$ cat src/rtl/bp_pkg.sv
// Shared types for the branch-resolution controller slice.
//   ctrl_state_e : controller FSM states (RUN, FLUSH)
//   bp_entry_t   : one outstanding prediction at the default PC width
//   DEFAULT_PC_W : default PC / target width
package bp_pkg;

  localparam int unsigned DEFAULT_PC_W = 32;

  typedef enum logic {
    RUN   = 1'b0,
    FLUSH = 1'b1
  } ctrl_state_e;

  typedef struct packed {
    logic                    taken;
    logic [DEFAULT_PC_W-1:0] target;
    logic [DEFAULT_PC_W-1:0] fallthru;
  } bp_entry_t;

endpackage

$ cat src/rtl/branch_fifo.sv
// In-order queue of outstanding branch predictions.
//   clk_i, rst_i : clock, asynchronous active-high reset
//   push_i       : append din_i (ignored when full)
//   pop_i        : drop the oldest entry (ignored when empty)
//   clear_i      : synchronous flush of all entries; dominates push/pop
//   din_i        : entry to append
//   dout_o       : oldest entry (valid when !empty_o)
//   count_o      : current occupancy
//   full_o       : occupancy == DEPTH
//   empty_o      : occupancy == 0
module branch_fifo
  import bp_pkg::*;
#(
  parameter int unsigned DEPTH   = 2,
  parameter type         entry_t = bp_entry_t
) (
  input  logic                       clk_i,
  input  logic                       rst_i,
  input  logic                       push_i,
  input  logic                       pop_i,
  input  logic                       clear_i,
  input  entry_t                     din_i,
  output entry_t                     dout_o,
  output logic [$clog2(DEPTH+1)-1:0] count_o,
  output logic                       full_o,
  output logic                       empty_o
);

  localparam int unsigned PTR_W = $clog2(DEPTH);
  localparam int unsigned CNT_W = $clog2(DEPTH + 1);

  entry_t             mem [DEPTH];
  logic [PTR_W-1:0]   wr_ptr_q;
  logic [PTR_W-1:0]   rd_ptr_q;
  logic [CNT_W-1:0]   count_q;
  logic               do_push;
  logic               do_pop;

  assign full_o  = (count_q == CNT_W'(DEPTH));
  assign empty_o = (count_q == '0);
  assign count_o = count_q;
  assign dout_o  = mem[rd_ptr_q];

  always_comb begin
    do_push = push_i && !full_o && !clear_i;
    do_pop  = pop_i && !empty_o && !clear_i;
  end

  // DEPTH is a power of two, so pointers wrap naturally.
  always_ff @(posedge clk_i or posedge rst_i) begin
    if (rst_i) begin
      wr_ptr_q <= '0;
      rd_ptr_q <= '0;
      count_q  <= '0;
    end else if (clear_i) begin
      wr_ptr_q <= '0;
      rd_ptr_q <= '0;
      count_q  <= '0;
    end else begin
      if (do_push) wr_ptr_q <= wr_ptr_q + PTR_W'(1);
      if (do_pop)  rd_ptr_q <= rd_ptr_q + PTR_W'(1);
      count_q <= count_q + CNT_W'(do_push) - CNT_W'(do_pop);
    end
  end

  // Storage needs no reset: occupancy gates every read.
  always_ff @(posedge clk_i) begin
    if (do_push) mem[wr_ptr_q] <= din_i;
  end

endmodule

$ cat src/rtl/branch_resolve_ctrl.sv
// Sequences the 2-bit branch predictor: queues predictions made in ID,
// checks them against EX outcomes, drives predictor update, pipeline flush,
// PC redirect, and keeps branch / mispredict statistics.
//   clk_i, rst_i        : clock, asynchronous active-high reset
//   pred_valid_i        : ID predicted a conditional branch this cycle
//   pred_taken_i        : prediction used
//   pred_target_i       : branch target PC
//   pred_fallthru_i     : PC+4 of the branch
//   stall_i             : ID stalled, prediction not accepted
//   res_valid_i         : EX resolves the oldest outstanding branch
//   res_taken_i         : actual outcome
//   full_o              : queue full, ID must stall branches
//   upd_o, upd_result_o : predictor update strobe and outcome
//   flush_o             : squash IF/ID
//   redirect_valid_o    : one-cycle redirect strobe
//   redirect_pc_o       : corrected PC
//   err_o               : sticky protocol error
//   branch_cnt_o        : resolved branches
//   mispred_cnt_o       : mispredicted branches
module branch_resolve_ctrl
  import bp_pkg::*;
#(
  parameter int unsigned PC_W         = DEFAULT_PC_W,
  parameter int unsigned DEPTH        = 2,
  parameter int unsigned FLUSH_CYCLES = 1,
  parameter int unsigned CNT_W        = 16
) (
  input  logic             clk_i,
  input  logic             rst_i,
  input  logic             pred_valid_i,
  input  logic             pred_taken_i,
  input  logic [PC_W-1:0]  pred_target_i,
  input  logic [PC_W-1:0]  pred_fallthru_i,
  input  logic             stall_i,
  input  logic             res_valid_i,
  input  logic             res_taken_i,
  output logic             full_o,
  output logic             upd_o,
  output logic             upd_result_o,
  output logic             flush_o,
  output logic             redirect_valid_o,
  output logic [PC_W-1:0]  redirect_pc_o,
  output logic             err_o,
  output logic [CNT_W-1:0] branch_cnt_o,
  output logic [CNT_W-1:0] mispred_cnt_o
);

  localparam int unsigned OCC_W = $clog2(DEPTH + 1);

  typedef struct packed {
    logic            taken;
    logic [PC_W-1:0] target;
    logic [PC_W-1:0] fallthru;
  } entry_t;

  ctrl_state_e      state_q, state_d;
  logic [2:0]       flush_cnt_q, flush_cnt_d;

  entry_t           push_entry;
  entry_t           head;
  logic [OCC_W-1:0] occ;
  logic             fifo_full;
  logic             fifo_empty;

  logic             in_run;
  logic             push_req;
  logic             resolve;
  logic             mispred;
  logic             push_ok;
  logic             err_set;

  assign push_entry = '{taken: pred_taken_i, target: pred_target_i, fallthru: pred_fallthru_i};

  always_comb begin
    in_run   = (state_q == RUN);
    push_req = pred_valid_i && !stall_i && in_run;
    resolve  = res_valid_i && in_run && !fifo_empty;
    mispred  = resolve && (res_taken_i != head.taken);
    // A mispredict wipes the queue, so a same-edge push is wrong-path.
    push_ok  = push_req && !fifo_full && !mispred;
    err_set  = (push_req && fifo_full && !mispred) ||
               (res_valid_i && in_run && fifo_empty);
  end

  branch_fifo #(
    .DEPTH   (DEPTH),
    .entry_t (entry_t)
  ) u_fifo (
    .clk_i   (clk_i),
    .rst_i   (rst_i),
    .push_i  (push_ok),
    .pop_i   (resolve && !mispred),
    .clear_i (mispred),
    .din_i   (push_entry),
    .dout_o  (head),
    .count_o (occ),
    .full_o  (fifo_full),
    .empty_o (fifo_empty)
  );

  assign full_o  = (occ == OCC_W'(DEPTH));
  assign flush_o = (state_q == FLUSH);

  always_comb begin
    state_d     = state_q;
    flush_cnt_d = flush_cnt_q;
    unique case (state_q)
      RUN: begin
        if (mispred) begin
          state_d     = FLUSH;
          flush_cnt_d = 3'(FLUSH_CYCLES);
        end
      end
      FLUSH: begin
        if (flush_cnt_q <= 3'd1) begin
          state_d     = RUN;
          flush_cnt_d = '0;
        end else begin
          flush_cnt_d = flush_cnt_q - 3'd1;
        end
      end
      default: begin
        state_d     = RUN;
        flush_cnt_d = '0;
      end
    endcase
  end

  always_ff @(posedge clk_i or posedge rst_i) begin
    if (rst_i) begin
      state_q     <= RUN;
      flush_cnt_q <= '0;
    end else begin
      state_q     <= state_d;
      flush_cnt_q <= flush_cnt_d;
    end
  end

  always_ff @(posedge clk_i or posedge rst_i) begin
    if (rst_i) begin
      upd_o            <= 1'b0;
      upd_result_o     <= 1'b0;
      redirect_valid_o <= 1'b0;
      redirect_pc_o    <= '0;
      err_o            <= 1'b0;
      branch_cnt_o     <= '0;
      mispred_cnt_o    <= '0;
    end else begin
      upd_o            <= resolve;
      redirect_valid_o <= mispred;
      if (resolve) begin
        upd_result_o <= res_taken_i;
        branch_cnt_o <= branch_cnt_o + CNT_W'(1);
      end
      if (mispred) begin
        redirect_pc_o <= res_taken_i ? head.target : head.fallthru;
        mispred_cnt_o <= mispred_cnt_o + CNT_W'(1);
      end
      if (err_set) err_o <= 1'b1;
    end
  end

endmodule

$ cat config.mk
export PLATFORM = sky130hd
export DESIGN_NAME = branch_resolve_ctrl
export DESIGN_NICKNAME = d
export VERILOG_FILES = /design/src/rtl/bp_pkg.sv /design/src/rtl/branch_fifo.sv /design/src/rtl/branch_resolve_ctrl.sv
export SDC_FILE = /design/constraint.sdc
export NUM_CORES = 1
export LEC_CHECK = 0
export ABC_AREA = 0
export CORE_MARGIN = 3
export CORE_UTILIZATION = 56
export DETAILED_ROUTE_END_ITERATION = 7
export GPL_ROUTABILITY_DRIVEN = 0
export PLACE_DENSITY = 0.88
export SYNTH_ARGS = -nofsm -noshare
export SYNTH_HDL_FRONTEND = slang
export SYNTH_SLANG_ARGS = --single-unit
$ cat constraint.sdc
create_clock -name clk_i -period 16.4 [get_ports clk_i]
set_input_delay 3.28 -clock clk_i [delete_from_list [all_inputs] [get_ports clk_i]]
set_output_delay 3.28 -clock clk_i [all_outputs]
set_load 0.005 [all_outputs]
## Yosys cells after proc, flatten, opt, wreduce, memory -nomap -nowiden

Memory sizes are Yosys's and may differ from the RTL's.
Cells that the tools add are included.

- Register bits: 76
- Memory bits (writable): 130
- Input port bits: 71
- Word-level logic and storage cells: 62
- Memories: 1

Memories:

| memory | depth | bits a word | rd ports | clocked after Yosys merged registers in | wr ports | RTL line | RTL |
|---|---|---|---|---|---|---|---|
| u_fifo.mem | 2 | 65 | 1 | 0 | 1 | branch_fifo.sv:32 | `entry_t mem [DEPTH];` |

- $add $sub $neg: 7
- $lt $le $gt $ge: 1
- Equal/unequal tests: 3
- Mux-type cells: 14
- Bitwise operators: 1
- Reduce and logical (&&, ||, !) cells: 23

Operators with widths:

| kind | count |
|---|---|
| $add A16 B1 Y16 const B | 2 |
| $mux W32 | 1 |
| $logic_and A1 B1 Y1 | 15 |
| $mux W1 | 8 |
| $mux W3 | 2 |
| $pmux W3 S2 | 1 |
| $logic_not A1 Y1 | 4 |
| $reduce_bool A2 Y1 | 2 |
| $le A3 B1 Y1 const B | 1 |
| $sub A3 B1 Y3 const B | 1 |
| $add A1 B1 Y1 const B | 2 |
| $add A2 B1 Y2 | 1 |
| $eq A2 B2 Y1 const B | 1 |
| $logic_not A2 Y1 | 1 |
| $mux W2 | 1 |
| $ne A2 B1 Y1 const B | 1 |
| $pmux W1 S2 | 1 |
| $sub A2 B1 Y2 | 1 |
| $logic_or A1 B1 Y1 | 1 |
| $ne A1 B1 Y1 | 1 |
| $not A1 Y1 | 1 |

## Depth between registers and ports, before layout

Gate-level depths: netlist of the first run.

- Depth after elaboration: 11
- Depth in mapped cells: 11
- Depth with buffers taken out: 9

## Cells and area by module

A second synthesis of the first run with hierarchy kept.

- Cell total of the unflattened synthesis: 533
- Area, all modules: 8,358.0 µm²

By module, submodules not included:

| module | times used | cells each | area each (µm²) | seq. area each (µm²) |
|---|---|---|---|---|
| branch_fifo | 1 | 229 | 5,114.9 | 4,003.8 |
| branch_resolve_ctrl | 1 | 304 | 3,243.1 | 1,801.7 |

## Worst setup path before layout of the first run

OpenSTA, ideal clock, no wires.

- Kind: input to register
- From: in res_taken_i
- To: mem u_fifo.mem[0][0] in the netlist's numbering, enable pin
- Setup time: 0.568 ns
- Data arrival time: 8.489 ns
- Data required time: 15.832 ns
- Path slack: 7.343 ns
- Cell stages on the path: 7
- Cells stage by stage: buf_2 > xnor2_4 > nand2_4 > inv_4 > buf_8 > buf_8 > nor3_1

- Longest elaborated chain between the ends: 8

RTL lines:

| what | RTL line | RTL |
|---|---|---|
| start, declared | branch_resolve_ctrl.sv:36 | `input logic res_taken_i,` |
| $ne A1 B1 Y1 * | branch_resolve_ctrl.sv:78 | `mispred = resolve && (res_taken_i != head.taken);` |
| $logic_and A1 B1 Y1 * | branch_resolve_ctrl.sv:78 |  |
| via mispred | branch_resolve_ctrl.sv:68 | `logic mispred;` |
| $logic_not A1 Y1 * | branch_fifo.sv:45, branch_resolve_ctrl.sv:80 |  |
| $logic_and A1 B1 Y1 | branch_resolve_ctrl.sv:80 | `push_ok = push_req && !fifo_full && !mispred;` |
| $logic_and A1 B1 Y1 | branch_fifo.sv:45 | `do_push = push_i && !full_o && !clear_i;` |
| $logic_and A1 B1 Y1 * | branch_fifo.sv:45 |  |
| $mux W1 * | branch_fifo.sv:68 | `if (do_push) mem[wr_ptr_q] <= din_i;` |
| $mux W1 (implied by the code) * | branch_fifo.sv:68 |  |
| end, declared | branch_fifo.sv:32 |  |

Mark *: on every way through the listed nets, which the timed path passes. The rest lies on a longest branch.

## Worst setup path in the final report of the first run

- From: in res_taken_i
- To: mem u_fifo.mem[0][49] in the netlist's numbering, enable pin

- Longest elaborated chain between the ends: 8

RTL lines:

| what | RTL line |
|---|---|
| $ne A1 B1 Y1 * | branch_resolve_ctrl.sv:78 |
| $logic_and A1 B1 Y1 * | branch_resolve_ctrl.sv:78 |
| $logic_not A1 Y1 * | branch_fifo.sv:45, branch_resolve_ctrl.sv:80 |
| $logic_and A1 B1 Y1 | branch_resolve_ctrl.sv:80 |
| $logic_and A1 B1 Y1 | branch_fifo.sv:45 |
| $logic_and A1 B1 Y1 * | branch_fifo.sv:45 |
| $mux W1 * | branch_fifo.sv:68 |
| $mux W1 (implied by the code) * | branch_fifo.sv:68 |

Every way passes the cells marked *; elsewhere a longest branch is shown, timed or not.

==> results of run 1 <==
## cells by family after synthesis
family | Yosys count | synth area share
xor+xnor | 34 | 0.0398
flops | 206 | 0.729
fa+ha+maj | 6 | 0.00943
simple gates | 71 | 0.0495
mux | 68 | 0.145
buf+inv | 24 | 0.0192
compound gates | 10 | 0.00817
## through the flow
stage	utilization	hold slack, ns	worst slack (ns)	instances
2_1_floorplan	-	0.466	7.34	419
3_3_place_gp	0.701	0.449	10.34	724
3_5_place_dp	0.701	0.475	10.27	724
4_1_cts	0.752	0.483	10.81	762
5_1_grt	0.752	0.497	10.61	762
6_report	0.752	0.476	10.84	762
## worst max-delay path: stages
cell     delay [ns]
buf_2          0.70
xnor2_4        0.33
nand2_4        0.20
inv_4          0.20
nor3_2         0.21
buf_4          0.69
## area by class of cell
cell class                      instances  area, um2
Fill cell                             778       3360
Timing Repair Buffer                  144       1430
Sequential cell                       206       5810
Clock inverter                         13        135
Multi-Input combinational cell        189       2010
Clock buffer                           25        561
Tap cell                              176        220
Inverter                                9       42.5
## layout by cell type (no fill, tap or decap), types with 2 or more instances in the layout
cell / instances
clkdlybuf4s50_1: 139
edfxtp_1: 130
dfrtp_1: 75
mux4_2: 32
mux2_2: 31
xnor2_1: 29
clkbuf_16: 21
nand2_1: 16
nand3_1: 14
nand4_1: 10
nor2_1: 8
clkinv_1: 7
inv_1: 6
ha_1: 6
xor2_1: 4
mux2_4: 4
a21oi_1: 4
buf_4: 4
nor4_1: 3
and3_1: 3
and2_1: 3
clkinv_2: 3
bufinv_16: 3
inv_6: 2
and4_1: 2
o21ai_0: 2
a31o_2: 2
clkbuf_1: 2
clkbuf_8: 2
## power by group through the flow
stage	combinational (mW)	clock [mW]	sequential [mW]
floorplan	0.244	0	0.732
global placement	0.405	0	0.740
detailed placement	0.421	0	0.745
CTS	0.426	0.483	0.738
global route	0.455	0.504	0.750
finish	0.418	0.472	0.739
## routing by layer
metal | vias up | track usage | part of all wire
li1 | 1912 | - | -
met1 | 2133 | 0.262 | 0.39
met2 | 181 | 0.338 | 0.51
met3 | 28 | 0.0384 | 0.077
met4 | 0 | 0.0517 | 0.023
met5 | - | 0 | 0
## worst paths after layout
path	startpoint	slack, ns	to
max	res_taken_i	10.84	u_fifo.mem[0][49]
min	mispred_cnt_o[15]	0.48	mispred_cnt_o[15]
max reg2reg	u_fifo.count_o[1]	13.58	u_fifo.mem[0][49]
min reg2reg	mispred_cnt_o[15]	0.48	mispred_cnt_o[15]
max in group asynchronous	rst_i	12.29	u_fifo.rd_ptr_q
min in group asynchronous	rst_i	3.43	redirect_pc_o[25]
## state kept, by name (all words and copies together), names as in the netlist, 2 cells and up
register and flops:
flush_cnt_q 3, u_fifo.mem 130, branch_cnt_o 16, redirect_pc_o 32, mispred_cnt_o 16, u_fifo.count_o 2
==> summary by stage, run 1 <==
Status
The flow ran to the end, and the final reports show no timing, DRC or antenna violations.

Timing
Setup violations remaining at the end of the flow were counted as 0. Setup repair after global routing left no endpoint under its margin. Counting I/O delays and the setup requirement, the final critical path takes around 5.6 ns. The aggregate negative setup slack is 0 ns. Dividing the final minimum period by the clock period gives 0.339. On the final layout, the worst clock skew is about 0.012 ns.

At the pin with the least slew margin, the transition time is 0.975 ns. The final count of pins violating max slew came to 0. The number of hold-slack violations in the final timing report is 0.

The relative slew slack is 0.344. For this run, the top clock speed supported by timing is ~180 MHz.

Logic synthesis
After synthesis, the cell types taking the most area are edfxtp_1 49%, dfrtp_1 24%, mux4_2 9.1%. The area fraction of the dominant cell type after synthesis is 0.490. In the synthesized netlist the dominant register cell turns out to be edfxtp_1.

The post-synthesis cell type count is between 40 and 50. After synthesis, the most frequently instantiated cells are 130 x edfxtp_1, 76 x dfrtp_1, 32 x mux4_2, 31 x mux2_2, 29 x xnor2_1. The cell taking the most area after synthesis is edfxtp_1. The average instance area after synthesis is 19.0 um2.

The dominant cell by count in the synthesized netlist is edfxtp_1. The share of synthesized flip-flops with an asynchronous set or reset is 0.369. The synthesized cell area is around 8000 um2.

The fraction of the yosys area taken by sequential cells is 0.729. The cell count after synthesis is about 420. Yosys printed 0 warnings.

The synthesis-stage register bit count is around 210. The number of enable-type register cells in the synthesized netlist is 130. Synthesis produced a netlist with a net count of ~500.

Setup path
The worst setup path is launched from a primary input. The path depth of the worst reg2reg path is 7. The critical path in this run is classified as primary input to register. The critical path required time is 16.51 ns. The worst setup path is captured at a register. STA puts the critical path data arrival time at around 5.7 ns.

Of all nets on the critical path, the largest fanout is 65.

Power
The part of the power in the clock network is 0.290. Dividing total power by cell area gives a power density of between 150 and 200 nW/um2. The standby leakage power is around 3.7 nW. The share of total power dissipated in combinational logic is 0.256. The part of the power in registers is 0.454. The switching part of the total power is 0.258. The switching power is 420 uW. The internal portion of the total power is 1.21 mW. The completed layout was analyzed and its total power is 1.63 mW. The worst-case IR drop observed on VDD is roughly 0.00011 V.

Drt
The detail route stage leaves a number of antenna-violating nets equal to 0. The violation count after the first detailed-route iteration is 284. In the final routed layout, each cell accounts on average for about 20 um.

For this block, the routed nets add up to roughly 15,000 um of wire. After detailed routing, the number of vias per cell comes to approximately 5.6. The number of search-and-repair iterations in the first detailed-routing pass is 5. After detailed routing, the number of remaining DRC violations is 0. The via count of the routed design is between 4k and 5k.

Global route
The number of global-route vias before repair came to between 4k and 5k. The final global-route overflow total is 0. Entering global routing, the biggest net connects between 70 and 80 pins.

The first global-routing pass estimated 24,500 um of wire. The total routing resource utilization after global routing is 0.196. The initial antenna violation count is 0.

Die
The placeable core region is 13,600 um2. The I/O pin count is 141. The number of core rows is 42. The horizontal extent of the die is 125 um. The height of the die is about 130 um. The die area is approximately 16,000 um2. The initial utilization of the core area, before any placement, comes to 0.587.

Placed design
After legalization and detailed placement, the total HPWL measured approximately 9300 um. The placed cell area is 9510 um2. Buffers placed on the I/O ports in this run total 140.

CTS
The TritonCTS clock tree is done. The clock reaches the later pin of the worst-skew pair after between 0.4 and 0.5 ns. The tree is rooted in a clkbuf_16. In this run the number of H-tree levels came out at 1.

Clock tree synthesis found a total of slightly above 200 sinks. The number of hold buffers added after CTS was 0. The post-cts sizing count is 0. The number of CTS-inserted buffers is 21. Buffers added to address setup during post-CTS repair amount to 0. The buffer depth of the longest clock path is 3.

The clock-pin slew on the worst setup and hold paths is around 0.06 ns.

Finish
The share of post-route cells with drive strength above 1 is 0.195. The area growth from synthesis to final layout is 28.1%. After routing the design area is 10,200 um2.

The final layout contains approximately 650 nets. The final antenna diode count is 0.

Min path
The type of the tightest min-delay check is register to register. Along the worst hold path, the cell count comes to 1.

Job
The max-capacitance violation count is 0.
Note: power is estimated with default switching activity, not from simulation.
==> run 2, diff against run 1 <==
CORE_UTILIZATION = 47   (was 56)
PLACE_DENSITY = 0.79   (was 0.88)
clock period = 5.1 ns   (was 16.4 ns; I/O delays follow)
==> run 2 against run 1 <==
Clock power rose to 3.2 times the previous value. Design area up 0.82%. Critical path depth up 2. Sequential share of layout area down 0.46 points. Worst hold slack better by 0.0043 ns. First-iteration DRC count down 9.9%. Global-route usage down 2.7 points. Sequential cell count unchanged. Die area up 18%. Largest cell class unchanged.
==> summary by stage, run 2 (synthesized netlist as in run 1, its figures left out) <==
Finish
The leading cell type in the layout, fill and taps excluded is clkdlybuf4s50_1. The most flop-heavy register is u_fifo.mem. Compared with the post-synthesis result, the final layout area differs by 29.2%.

The flip-flop count of the largest register, all copies and words added is 130 (unchanged). The share of post-route cells with drive strength above 1 was 0.197 (+0.00274). The post-layout net count is 650 (+0.31%). The final antenna diode count is 0 (unchanged). Leaving out fill and tap cells, the most frequent cells in the layout are 139 x clkdlybuf4s50_1, 130 x edfxtp_1, 75 x dfrtp_1, 32 x mux4_2, 31 x mux2_2.

The largest registers in the layout are u_fifo.mem (130), redirect_pc_o (32).

Placed design
The count of port buffers added during placement is 140 (unchanged). The detailed-placement wirelength estimate is 9620 um (+3.3%). The worst-case setup slack after placement is 1.34 ns (-8.93 ns).

Timing
The number of hold-slack violations in the final timing report is 0 (unchanged). The worst hold slack after final layout was 0.481 ns (+0.00434 ns). The worst setup skew after layout is 0.0199 ns (+0.00782 ns). The final count of pins violating max slew was 0 (unchanged). The relative slew slack is 0.318 (-0.0261). The final setup violation count is 0 (unchanged).

The worst path setup slack after routing is 1.87 ns (-8.97 ns). Setup repair after global routing left no endpoint under its margin. The clock period minus worst slack is 3.23 ns. The aggregate negative setup slack came to 0 ns (unchanged).

The slew of the pin with the lowest slew margin was 1.01 ns (+0.0388 ns). The timing-limited maximum frequency is approximately 310 MHz. The post-route fraction of the period consumed by the critical path is 0.632.

CTS
The clock-pin slew on the worst setup and hold paths came to 0.05 ns (about the same). The number of setup buffers added after CTS is 0 (unchanged). The clock network latency to the later pin of the worst-skew pair is 0.51 ns (+0.02 ns).

The buffer depth of the longest clock path is 3 (unchanged). TritonCTS built the clock tree. The total of hold buffers inserted after clock tree synthesis came to 0 (unchanged). The post-cts sizing count was 0 (unchanged). The clock sink count is 206 (unchanged). The cell sitting at the root of the clock tree is a clkbuf_16.

The number of H-tree levels is 1 (unchanged). The number of CTS-inserted buffers was 22 (+4.8%).

Power
The total power consumption of the routed design is 5.24 mW (+220%). The part of the power in registers is 0.452 (-0.002). The relative contribution of combinational cells to total power is 0.255 (about the same).

The switching power was 1.38 mW (+230%). The cell internal power dissipation is 3.87 mW (+220%). The switching part of the total power is 0.263 (+0.00464). The peak supply drop came to 0.000392 V (+260%). The part of the power in the clock network is 0.293 (+0.003).

The power per cell area is 510 nW/um2 (+220%). The standby leakage power is 3.71 nW (+0.24%).

Drt
The routed length on met1 came to 6280 um (+6.8%). The via count of the routed design is 4,247 (-0.16%). The routed length on met2 is 7850 um (+2.8%).

The final routed DRC violation total is 0 (unchanged). The violation count after the first detailed-route iteration is 256 (-9.9%). The remaining number of nets flagged by the antenna check after routing was 0 (unchanged). The routed wire length is 15,300 um (+2.1%).

The uppermost signal routing layer after detailed routing is met4. The ratio of routed vias to standard cells is 5.28 (-5.4%). The sum of met3 wire segment lengths after detailed routing was 958 um (-17%). The average detailed-routed wire length per instance is 19.1 um (-3.2%). The number of search-and-repair iterations in the first detailed-routing pass came to 4 (-1).

Die
The height of the die is 136 um (+8.7%). The horizontal extent of the die is 136 um (+8.7%). The initial core utilization was 0.491 (-0.0967).

The I/O pin count was 141 (unchanged). The die area is 18,500 um2 (+18%). The placeable core region is 16,200 um2 (+20%).

The number of core rows is 46 (+9.5%).

Setup path
The path depth of the worst reg2reg path was 7 (unchanged). The startpoint kind of the worst setup timing path is a primary input. The launching point of the worst reg2reg path is u_fifo.count_o[1]. STA classifies the critical path endpoint as a register. The reg2reg setup slack is 2.20 ns (-11.38 ns). The count of buffering cells on the critical path with inverters included came to 4 (+1). The number of cells on the critical path is 8 (+2). Walking the worst path, the cells encountered are clkdlybuf4s50_1, nand2b_4, or2_1, inv_6, nand2_4, inv_4, nor3_4, buf_4.

The largest driver fanout on the critical path is 65 (unchanged). The critical path data arrival time came to 3.34 ns (-2.33 ns). The slowest library cell on the worst path is buf_4. The peak per-stage delay on the critical path is 0.71 ns (about the same). The setup path with the least slack is of type primary input to register. The cell type group with the largest total delay on the critical path is buffers and inverters. The critical path required time is 5.21 ns (-11.30 ns). The worst register-to-register path ends at u_fifo.mem[0][35].

Min path
The type of the tightest min-delay check is register to register. The hold-critical path depth is 1 (unchanged). The hold path startpoint is err_o. The worst hold path terminates at err_o.

Global route
The final global-route overflow total came to 0 (unchanged). The total routing resource utilization after global routing is 0.169 (-0.0271). The initial antenna violation count is 0 (unchanged).

The number of global-route vias before repair is 4,542 (-1.0%). The global-route wire length before repair is 24,200 um (-1.2%). The largest net degree at the start of global routing came to 66 (-14%).

Status
The flow ran to the end, and the final reports show no timing, DRC or antenna violations.

Job
The max-capacitance violation count is 0 (unchanged).
run 2: cell count changes in the layout (fill, tap and decap cells not counted), moves of 2 or more:
cell       change
clkbuf_1       +4
clkinv_1       -4
bufinv_16      -2
clkbuf_8       +2
run 2: area by class of cell:
class	instances	area (um2)
multi-input combinational	189	2020
timing repair buffer	145	1430
sequential	206	5810
inverter	9	42.5
clock buffer	32	628
fill	1146	5950
tap	216	270
clock inverter	7	87.6
run 2: power by group through the flow:
stage,Combinational (mW),Clock [mW],Sequential (mW)
after global placement,1.32,0,2.39
after detailed placement,1.36,0,2.40
after global routing,1.47,1.64,2.41
after floorplan,0.787,0,2.35
after CTS,1.37,1.56,2.38
final,1.34,1.53,2.37
run 2: stage by stage:
step	std cells	instance area (um2)	util
after global placement	765	9570	0.590
final	804	10300	0.634
after detailed placement	765	9570	0.590
after floorplan	419	7970	-
after CTS	804	10300	0.634
after global routing	804	10300	0.634
run 2: worst max path at each step:
| stage | startpoint | end | slack, ns |
|---|---|---|---|
| 2_1_floorplan | res_taken_i | u_fifo.mem[0][0] | 0.28 |
| 3_3_place_gp | res_valid_i | u_fifo.mem[0][45] | 1.44 |
| 3_5_place_dp | res_valid_i | u_fifo.mem[0][42] | 1.34 |
| 4_1_cts | res_valid_i | u_fifo.mem[0][1] | 1.85 |
| 5_1_grt | res_valid_i | u_fifo.mem[0][25] | 1.74 |
| 6_report | res_valid_i | u_fifo.mem[0][35] | 1.87 |
run 2: per-layer routing:
layer	vias up	global-route usage
li1	1910	-
met1	2168	0.224
met2	149	0.290
met3	20	0.0396
met4	0	0.0330
met5	-	0
==> run 3, diff against run 2 <==
clock period = 2.7 ns   (was 5.1 ns; I/O delays follow)
==> run 3 against run 2 <==
Die area unchanged. Cell count is 1.2% higher. Combinational power increased by 98%. Critical path depth down 6. Non-clock buffer count up 11. Global-route usage shrank 0.095 points. Via count is 0.68% higher. First-iteration DRC count decreased by 41%. Sequential share of layout area down 1.3 points. Sequential power grew 89%.
==> summary by stage, run 3 (synthesized netlist as in run 1, its figures left out) <==
Power
The total power consumption of the routed design was 10.4 mW (+98%). The peak supply drop is 0.000775 V (+98%). The standby leakage power is 3.83 nW (+3.2%). The power per cell area is 986 nW/um2 (+93%).

CTS
The total of hold buffers inserted after clock tree synthesis is 0 (unchanged). The buffer depth of the longest clock path came to 3 (unchanged). The post-cts sizing count came to 0 (unchanged). The number of CTS-inserted buffers is 21 (-4.5%). The number of setup buffers added after CTS is 0 (unchanged).

The cell sitting at the root of the clock tree is a clkbuf_16. The clock sink count is 206 (unchanged). The clock network latency to the later pin of the worst-skew pair is 0.50 ns (about the same). The clock-pin slew on the worst setup and hold paths is 0.06 ns (about the same). The TritonCTS clock tree is done. The number of H-tree levels was 1 (unchanged).

Drt
The routed wire length was 15,300 um (-0.39%). The average detailed-routed wire length per instance is 18.8 um (-1.6%). The violation count after the first detailed-route iteration is 152 (-41%). The final routed DRC violation total was 0 (unchanged). The via count of the routed design is 4,276 (+0.68%). The ratio of routed vias to standard cells is 5.25 (-0.55%). The remaining number of nets flagged by the antenna check after routing is 0 (unchanged). The number of search-and-repair iterations in the first detailed-routing pass is 4 (unchanged).

Setup path
The critical path required time is 2.16 ns (-3.05 ns). Walking the worst path, the cells encountered are nor2b_1, clkdlybuf4s50_1. STA classifies the critical path endpoint as an output pin.

The largest individual stage delay along the critical path comes from the cell clkdlybuf4s50_1. The worst setup path is of the register to output pin kind. The path depth of the worst reg2reg path came to 9 (+2).

The number of cells on the critical path is 2 (-6). The critical path data arrival time is 1.69 ns (-1.65 ns). The critical register-to-register path endpoint is u_fifo.count_o[1].

The reg2reg setup slack is 0.57 ns (-1.63 ns). The startpoint identified for the worst register-to-register timing path is flush_o. The worst setup path is launched from a register. The peak per-stage delay on the critical path was 0.52 ns (-0.19 ns). The count of buffering cells on the critical path with inverters included is 1 (-3). The largest driver fanout on the critical path was 6 (-91%). On the critical path the largest part of the delay comes from buffers and inverters.

Finish
The library cell used most frequently in the layout, excluding fill and tap cells, is clkdlybuf4s50_1. The post-layout net count is 660 (+1.5%). The largest registers in the layout are u_fifo.mem (130), redirect_pc_o (32). The multi-input gate area in the final layout is 2020 um2 (+0.12%). The flip-flop count of the largest register, all copies and words added is 130 (unchanged). The share of post-route cells with drive strength above 1 came to 0.219 (+0.0218). The area of all sequential standard cells is 5810 um2 (unchanged). Relative to the synthesized area, the layout overhead comes to 32.2%. The number of filler cells placed in the layout is 1,119 (-2.4%). The final antenna diode count is 0 (unchanged). Leaving out fill and tap cells, the most frequent cells in the layout are 139 x clkdlybuf4s50_1, 130 x edfxtp_1, 75 x dfrtp_1, 32 x mux4_2, 31 x mux2_2. The most flop-heavy register is u_fifo.mem.

Die
The die area is 18,500 um2 (unchanged). The number of core rows was 46 (unchanged). The placeable core region is 16,200 um2 (unchanged). The height of the die is 136 um (unchanged).

The horizontal extent of the die came to 136 um (unchanged). The I/O pin count was 141 (unchanged). The initial core utilization is 0.491 (unchanged).

Timing
The number of hold-slack violations in the final timing report is 0 (unchanged). The clock period minus worst slack is about 2.2 ns. The worst setup skew after layout is 0.0200 ns (+0.0000720 ns). The slew of the pin with the lowest slew margin is 0.676 ns (-0.337 ns). Setup repair after global routing left no endpoint under its margin. The relative slew slack is 0.549 (+0.231). The final setup violation count is 0 (unchanged). The final count of pins violating max slew came to 0 (unchanged). In the finished design, the share of the clock period the worst path needs comes to 0.826. The worst path setup slack after routing is 0.469 ns (-1.41 ns). For this run, the top clock speed supported by timing is ~450 MHz.

Min path
The type of the tightest min-delay check is primary input to async pin.

Placed design
The detailed-placement wirelength estimate is 9850 um (+2.4%). The count of port buffers added during placement is 140 (unchanged). The worst-case setup slack after placement is 0.0700 ns (-1.27 ns).

Status
The run finished with clean final reports.

Global route
The total routing resource utilization after global routing is 0.168 (-0.000954). The final global-route overflow total is 0 (unchanged). The global-route wire length before repair is 24,300 um (+0.31%).

The largest net degree at the start of global routing is 37 (-44%). The initial antenna violation count is 0 (unchanged). The number of global-route vias before repair is 4,517 (-0.55%).

Job
The max-capacitance violation count was 0 (unchanged).
run 3: changes by cell type in the layout (fill, tap and decap cells not counted), moves of 3 or more:
| cell | previous run | this run |
|---|---|---|
| buf_12 | 0 | 7 |
| buf_4 | 5 | 9 |
| bufinv_16 | 1 | 7 |
| clkbuf_1 | 6 | 2 |
| clkbuf_8 | 4 | 0 |
| clkinv_2 | 2 | 5 |
run 3: where the power goes:
part           total (mW)  internal, mW  switching (mW)
clock network        3.26          2.10            1.16
logic                2.65          1.62            1.03
registers            4.47          4.04           0.423
total                10.4          7.76            2.62
run 3: how the worst max path moves through the flow:
| stage | startpoint | to |
|---|---|---|
| 6_report | u_fifo.count_o[1] | full_o |
| 5_1_grt | u_fifo.count_o[1] | full_o |
| 4_1_cts | u_fifo.count_o[1] | full_o |
| 3_5_place_dp | res_valid_i | u_fifo.count_o[1] |
| 3_3_place_gp | res_valid_i | u_fifo.count_o[1] |
| 2_1_floorplan | u_fifo.rd_ptr_q | u_fifo.mem[0][0] |
run 3: through the flow:
stage          setup TNS [ns]  area [um2]  utilization  hold slack (ns)  cells
3_5_place_dp                0        9740        0.600            0.476    776
4_1_cts                     0       10500        0.648            0.463    814
6_report                    0       10500        0.648            0.440    814
5_1_grt                     0       10500        0.648            0.506    814
3_3_place_gp                0        9740        0.600            0.454    776
2_1_floorplan          -39.57        7980            -            0.466    419
run 3: layout make-up:
type | instances | share of cell area
multi-input cells | 189 | 0.192
flip-flops and latches | 206 | 0.552
clock inverters | 15 | 0.0238
inverters | 9 | 0.00404
repair buffers | 156 | 0.152
well taps | 216 | 0.0257
clock buffers | 23 | 0.0506
run 3: worst register-to-register path, delay by kind of cell (launching register included):
kind                     cells  cell delay [ns]
AND/OR/NAND/NOR              4             0.76
flip-flops                   1             0.49
adder cells (fa/ha/maj)      2             0.39
XOR/XNOR                     2             0.32
buffers and inverters        1             0.06
run 3: layer usage:
| layer | GRT usage | routed length, um | up-vias |
|---|---|---|---|
| met3 | 0.0366 | 890 | 21 |
| met4 | 0.0386 | 269 | 0 |
| met5 | 0 | 0 | - |
| met1 | 0.231 | 6410 | 2181 |
| met2 | 0.280 | 7700 | 139 |
| li1 | - | - | 1935 |
